`src/rtl/secuenciador_kernel_5x5_pkg.sv`:
```
// Shared definitions for the 5x5 kernel sequencer: state encoding, default
// geometry and the thermometer codes driven onto the mux bank.
package secuenciador_kernel_5x5_pkg;

   typedef enum logic [1:0] {
      REPOSO  = 2'd0,
      CARGA   = 2'd1,
      BARRIDO = 2'd2,
      FIN     = 2'd3
   } estado_t;

   localparam int NUM_LINEAS_DEF = 5;
   localparam int NUM_FASES_DEF  = 4;

   localparam logic [2:0] CONF_SEL0 = 3'b000;
   localparam logic [2:0] CONF_SEL1 = 3'b001;
   localparam logic [2:0] CONF_SEL2 = 3'b011;
   localparam logic [2:0] CONF_SEL3 = 3'b111;

endpackage

```
`src/rtl/secuenciador_kernel_5x5_deco_seleccion_byte.sv`:
```
// Byte-select decoder: turns the 2-bit phase code into the thermometer
// configuration word consumed by the mux bank.
module deco_seleccion_byte
   import secuenciador_kernel_5x5_pkg::*;
(
   input  logic [1:0] seleccion,
   output logic [2:0] configuracion
);

   always_comb begin
      configuracion = CONF_SEL0;
      case (seleccion)
         2'd0:    configuracion = CONF_SEL0;
         2'd1:    configuracion = CONF_SEL1;
         2'd2:    configuracion = CONF_SEL2;
         default: configuracion = CONF_SEL3;
      endcase
   end

endmodule

```
`src/rtl/secuenciador_kernel_5x5.sv`:
```
// Kernel-window sequencer: requests each kernel line, then steps the byte-select
// phases toward the MAC with a valid/ready handshake and pulses fin at the end.
module secuenciador_kernel_5x5
   import secuenciador_kernel_5x5_pkg::*;
#(
   parameter int NUM_LINEAS = NUM_LINEAS_DEF,
   parameter int NUM_FASES  = NUM_FASES_DEF
) (
   input  logic       clk,
   input  logic       rst_n,
   input  logic       inicio,
   input  logic       cancelar,
   output logic       pedir_linea,
   input  logic       linea_lista,
   output logic [2:0] indice_linea,
   output logic [1:0] seleccion,
   output logic [2:0] configuracion,
   output logic       valido,
   input  logic       listo_destino,
   output logic       ultimo,
   output logic       ocupado,
   output logic       fin
);

   localparam logic [2:0] ULTIMA_LINEA = 3'(NUM_LINEAS - 1);
   localparam logic [1:0] ULTIMA_FASE  = 2'(NUM_FASES - 1);

   estado_t    estado_q, estado_d;
   logic [1:0] fase_q, fase_d;
   logic [2:0] indice_q, indice_d;
   logic       transferencia;

   assign transferencia = (estado_q == BARRIDO) && listo_destino;

   // cancelar overrides every state; counters are cleared whenever we leave the window
   always_comb begin
      estado_d = estado_q;
      fase_d   = fase_q;
      indice_d = indice_q;
      if (cancelar) begin
         estado_d = REPOSO;
         fase_d   = 2'd0;
         indice_d = 3'd0;
      end else begin
         case (estado_q)
            REPOSO: begin
               if (inicio) begin
                  estado_d = CARGA;
                  fase_d   = 2'd0;
                  indice_d = 3'd0;
               end
            end
            CARGA: begin
               if (linea_lista) begin
                  estado_d = BARRIDO;
                  fase_d   = 2'd0;
               end
            end
            BARRIDO: begin
               if (transferencia) begin
                  if (fase_q != ULTIMA_FASE) begin
                     fase_d = fase_q + 2'd1;
                  end else if (indice_q != ULTIMA_LINEA) begin
                     estado_d = CARGA;
                     fase_d   = 2'd0;
                     indice_d = indice_q + 3'd1;
                  end else begin
                     estado_d = FIN;
                     fase_d   = 2'd0;
                     indice_d = 3'd0;
                  end
               end
            end
            FIN: begin
               estado_d = REPOSO;
            end
         endcase
      end
   end

   always_ff @(posedge clk or negedge rst_n) begin
      if (!rst_n) begin
         estado_q <= REPOSO;
         fase_q   <= 2'd0;
         indice_q <= 3'd0;
      end else begin
         estado_q <= estado_d;
         fase_q   <= fase_d;
         indice_q <= indice_d;
      end
   end

   // All handshake outputs come straight from registered state, never from inputs
   assign pedir_linea  = (estado_q == CARGA);
   assign valido       = (estado_q == BARRIDO);
   assign ocupado      = (estado_q != REPOSO);
   assign fin          = (estado_q == FIN);
   assign ultimo       = (estado_q == BARRIDO) && (fase_q == ULTIMA_FASE) &&
                         (indice_q == ULTIMA_LINEA);
   assign seleccion    = fase_q;
   assign indice_linea = indice_q;

   deco_seleccion_byte u_deco (
      .seleccion     (seleccion),
      .configuracion (configuracion)
   );

endmodule

```
`config.mk`:
```
export PLATFORM = sky130hd
export DESIGN_NAME = secuenciador_kernel_5x5
export DESIGN_NICKNAME = d
export VERILOG_FILES = /design/src/rtl/secuenciador_kernel_5x5_pkg.sv /design/src/rtl/secuenciador_kernel_5x5_deco_seleccion_byte.sv /design/src/rtl/secuenciador_kernel_5x5.sv
export SDC_FILE = /design/constraint.sdc
export NUM_CORES = 1
export LEC_CHECK = 0
export ABC_AREA = 1
export CELL_PAD_IN_SITES_DETAIL_PLACEMENT = 0
export CELL_PAD_IN_SITES_GLOBAL_PLACEMENT = 2
export CORE_UTILIZATION = 23
export DETAILED_ROUTE_END_ITERATION = 12
export PLACE_DENSITY = 0.83
export REMOVE_ABC_BUFFERS = 1
export SYNTH_ARGS = -nofsm -noshare
export SYNTH_HDL_FRONTEND = slang
export SYNTH_SLANG_ARGS = --single-unit
```
`constraint.sdc`:
```
create_clock -name clk -period 1.5 [get_ports clk]
set_input_delay 0.225 -clock clk [delete_from_list [all_inputs] [get_ports clk]]
set_output_delay 0.225 -clock clk [all_outputs]
set_load 0.01 [all_outputs]
```
Word-level counts from Yosys, hierarchy flattened
Cells that the tools add are included.

storage, ports and cells
  flip-flop bits (word level) = 7
  output and inout bits = 13

operators by class
  add/subtract/negate cells = 2
  equality and inequality tests = 13
  muxes and demuxes = 20
  reductions and logical operators = 11

operator list
  kind                                                                     count
  2-bit two-way mux                                                        11
  3-bit two-way mux                                                        5
  4-bit AND reduction                                                      3
  3-bit inequality test, second input constant                             3
  3-bit one-hot mux with 3 select lines                                    1
  2-bit equality test, second input constant                               4
  2-bit one-hot mux with 4 select lines                                    1
  3-bit by 2-bit inequality test with 1-bit output, second input constant  2
  2-bit one-hot mux with 3 select lines                                    1
  3-bit one-hot mux with 2 select lines                                    1
  2-bit by 1-bit equality test with 1-bit output, second input constant    2
  2-bit logical NOT                                                        2
  4-bit nonzero test                                                       1
  3-bit by 1-bit adder with 3-bit output, second input constant            1
  3-bit equality test, second input constant                               1
  1-bit logical AND                                                        3
  3-bit nonzero test                                                       1
  2-bit by 1-bit adder with 2-bit output, second input constant            1
  2-bit inequality test, second input constant                             1
  2-bit nonzero test                                                       1

Logic depth before layout (Yosys ltp)
  word-level depth = 6
  depth in mapped cells = 8
  depth with buffers taken out = 8

Cells and area by module
From an unflattened synthesis, not the netlist that was laid out.

unflattened totals
  cell total of the unflattened synthesis = 86
  area total of the unflattened synthesis = 544.3 um^2

modules (own cells, without submodules)
  module                   instances  cells an instance  area an instance (um^2)  seq. area each (um^2)
  secuenciador_kernel_5x5  1          80                 521.8                    175.2
  deco_seleccion_byte      1          6                  22.5                     0.0

Worst setup path before layout
Ideal clock, no wire load.

  kind = reg-to-output
  from = reg fase_q[0], in the netlist seleccion[0]
  to = out configuracion[1]
  arrival time = 1030 ps
  data required time = 1275 ps
  slack = 245 ps
  cell stages (with the launch flop) = 3
  buffers on the path = 0
  cells stage by stage = dfrtp_1 > ha_1 > or2_2

between the ends
  word-level cells in the longest chain between the ends = 2
  elaborated cells between the ends (all ways) = 4
  classes of those cells = eq/ne: 2; mux: 1; reduce/logical: 1

RTL lines
  element                                      line                                               source
  start: declaration                           secuenciador_kernel_5x5.sv:29                      logic [1:0] fase_q, fase_d;
  start signal: assignment                     secuenciador_kernel_5x5.sv:88                      fase_q <= fase_d;
  2-bit equality test (tied with other cells)  secuenciador_kernel_5x5_deco_seleccion_byte.sv:12  case (seleccion)
  3-bit one-hot mux with 3 select lines *      secuenciador_kernel_5x5_deco_seleccion_byte.sv:12
  end: declaration                             secuenciador_kernel_5x5.sv:17                      output logic [2:0] configuracion,

Every way passes the cells marked *; elsewhere a longest branch is shown, timed or not.

Worst setup path after layout
  from = reg fase_q[1], in the netlist seleccion[1]
  to = out configuracion[1]

The elaborated chain is that of the path after synthesis.

==> key figures <==
Status
  • Status: complete, no violations

Power and ir drop
  • Max IR drop VDD: 408.2 uV
  • PwrDens: 776.8 nW/um^2
  • Pleak: 0.5923 nW

Finish
  • Final instance area: 1006 sq um
  • Core Util, Final: 40.98%
  • Area Overhead vs Synth: 69.26%
  • Antenna cells: 0
  • Fill cell count: 274
  • Share of layout cells above drive strength 1: 33.60%
  • Multi-input gate area: 382.9 sq um
  • Nets: 138
  • FF/Latch Area: 175.2 sq um

Floorplanning
  • Die span in y: 52.84 um
  • Die Wd: 52.84 um
  • Die ar.: 2792 sq um
  • I/O pin total: 19
  • Initial cell density of the core: 24.21%
  • Core Area: 2455 sq um
  • Row count: 18

Logic synthesis
  • Synth top area share: 29.47%
  • Syn. warnings: 0
  • Yosys reg bits: 7
  • Count of different cell masters after synthesis: 18
  • Synthesized area: 594.3 sq um
  • Post-synth top cells: nand2_1, inv_1, nor2_1, dfrtp_1
  • Most common flop cell mapped by yosys: dfrtp_1
  • Post-synthesis area per instance: 6.831 sq um
  • Ys async rst share: 100.0%
  • Most common cell in the netlist: nand2_1
  • EDFF count, synth: 0
  • Synth Instances: 87
  • Cell taking the most area after synthesis: dfrtp_1
  • Sequential share of the synthesized area: 29.47%
  • Top area cells in the synthesized netlist: dfrtp_1, nand2_1, ha_1

Global routing
  • Global route overflow: 0
  • Vias in the first global route: 623
  • Initial antenna violation count: 0
  • Pin count of the biggest net entering global routing: 8
  • Total track usage: 12.25%
  • First-pass GRT wire length: 2.415 mm

Timing
  • Final period util: 99.55%
  • Worst Tran Pin Value: 356.9 ps
  • Max-slew headroom: 76.13%
  • Setup violators final: 0
  • Skew final: 2.101 ps
  • Final hold vios: 0
  • RSZ-0062 raised after global routing: yes
  • Min cycle time layout: 1493 ps
  • TNS Setup: 0 ps
  • Pins Over Slew Limit: 0
  • F_max: 0.6697 GHz

Setup path
  • Class of the most critical setup path: flop to primary output
  • Startpoint types: flop
  • Crit Path Max Fanout: 3
  • Critical path data arrival time: 1270 ps
  • Critical Path RT: 1270 ps
  • Crit end category: primary output

Placed design
  • PortBufs: 18
  • Placed Area: 883.3 sq um
  • DP HPWL: 1.166 mm
  • Global placement routability congestion: 0.7716

CTS
  • CTS Hold Bufs: 0
  • CTS root buf: clkbuf_4
  • CTS sink cnt: 7
  • Clock transition at the registers of the reported paths: 50 ps
  • TritonCTS Buffers: 3
  • CTS H-tree depth: 1
  • Clock Tree Buf Depth: 2
  • CTS tree: yes
  • Clock Latency Late Sink: 250 ps

Detailed routing
  • ANT nets after route: 0
  • Post-DR wirelength/cell: 9.019 um
  • Vias: 644
  • DRC viols: 0
  • DRT Wirelength: 1.398 mm
  • Drt pass-1 iters: 2
  • Vias/cell: 4.155
  • First-iteration detailed-routing DRC count: 4

Hold path
  • Worst min path class: input pin to asynchronous set/reset pin

Flow run
  • Max-cap violations: 0
==> placed cells by master, fill, tap and decap left out, drive strengths merged <==
| cell type | count |
|---|---|
| nor3 | 1 |
| a21oi | 1 |
| or2 | 1 |
| buf | 20 |
| dfrtp | 7 |
| nand3 | 6 |
| inv | 18 |
| o21ai | 2 |
| clkdlybuf4s50 | 6 |
| ha | 6 |
| o211ai | 1 |
| nand4 | 1 |
| dlymetal6s2s | 3 |
| dlygate4sd2 | 6 |
| nand2 | 31 |
| clkbuf | 4 |
| nor2 | 11 |
==> metrics by stage <==
step                worst slack [ps]  total power, mW  cells  hold WS, ps
finish                         6.759           0.7814    155        250.5
detailed placement            -123.9           0.6058    145        523.9
global route                  -50.58           0.8504    155        262.1
global placement              -94.94           0.6045    145        521.5
floorplan                      245.0           0.4130     86       -70.59
CTS                           -24.00           0.7842    155        250.4
==> flip-flops by register name, summed over array words and instances, names as in the netlist <==
| name | flops |
|---|---|
| estado_q | 2 |
| seleccion | 2 |
| indice_linea | 3 |
==> where the power goes <==
part | switching, mW | internal (mW)
combinational | 0.197 | 0.187
clock | 0.0686 | 0.101
sequential | 0.0169 | 0.210
total | 0.283 | 0.498
==> final timing paths <==
check	start	endpoint	slack, ps	cells past startpoint
max	seleccion[1]	configuracion[1]	7	4
min	rst_n	seleccion[1]	250	1
max reg2reg	seleccion[0]	indice_linea[0]	120	8
min reg2reg	indice_linea[1]	indice_linea[1]	580	3
max in group asynchronous	rst_n	indice_linea[2]	990	1
min in group clk	indice_linea[1]	indice_linea[1]	580	3
==> kinds of logic after synthesis <==
group                      count (synthesis)  share of synthesized area [%]
and+or+nand+nor                           51                          38.32
AOI/OAI and AO/OA                          4                          6.316
adders and majority gates                  6                          12.63
buffers and inverters                     19                          13.26
DFF                                        7                          29.47
==> repair_timing <==
action,CTS,global route
endpoints found under the setup margin,9,9
pin swaps,1,2
gates resized for setup,25,12
buffers inserted,6,0
==> final cells by class <==
| cell class | count | area share, % |
|---|---|---|
| tap | 30 | 3.731 |
| multi-input combinational | 61 | 38.06 |
| sequential | 7 | 17.41 |
| timing repair buffer | 35 | 31.47 |
| inverter | 18 | 6.716 |
| clock buffer | 4 | 2.612 |
==> worst max-delay path: stages, from the launching register on <==
cell and delay (ps):
dfrtp_1 390, buf_6 130, ha_4 140, or2_4 240, buf_6 120
==> layer usage <==
layer	routed length, um	vias up	global-route usage [%]
li1	-	338	-
met1	636	290	14.41
met2	694	14	20.46
met3	57	2	1.739
met4	10	0	7.895
met5	0	-	0
Power figures use the tool's default switching activity.
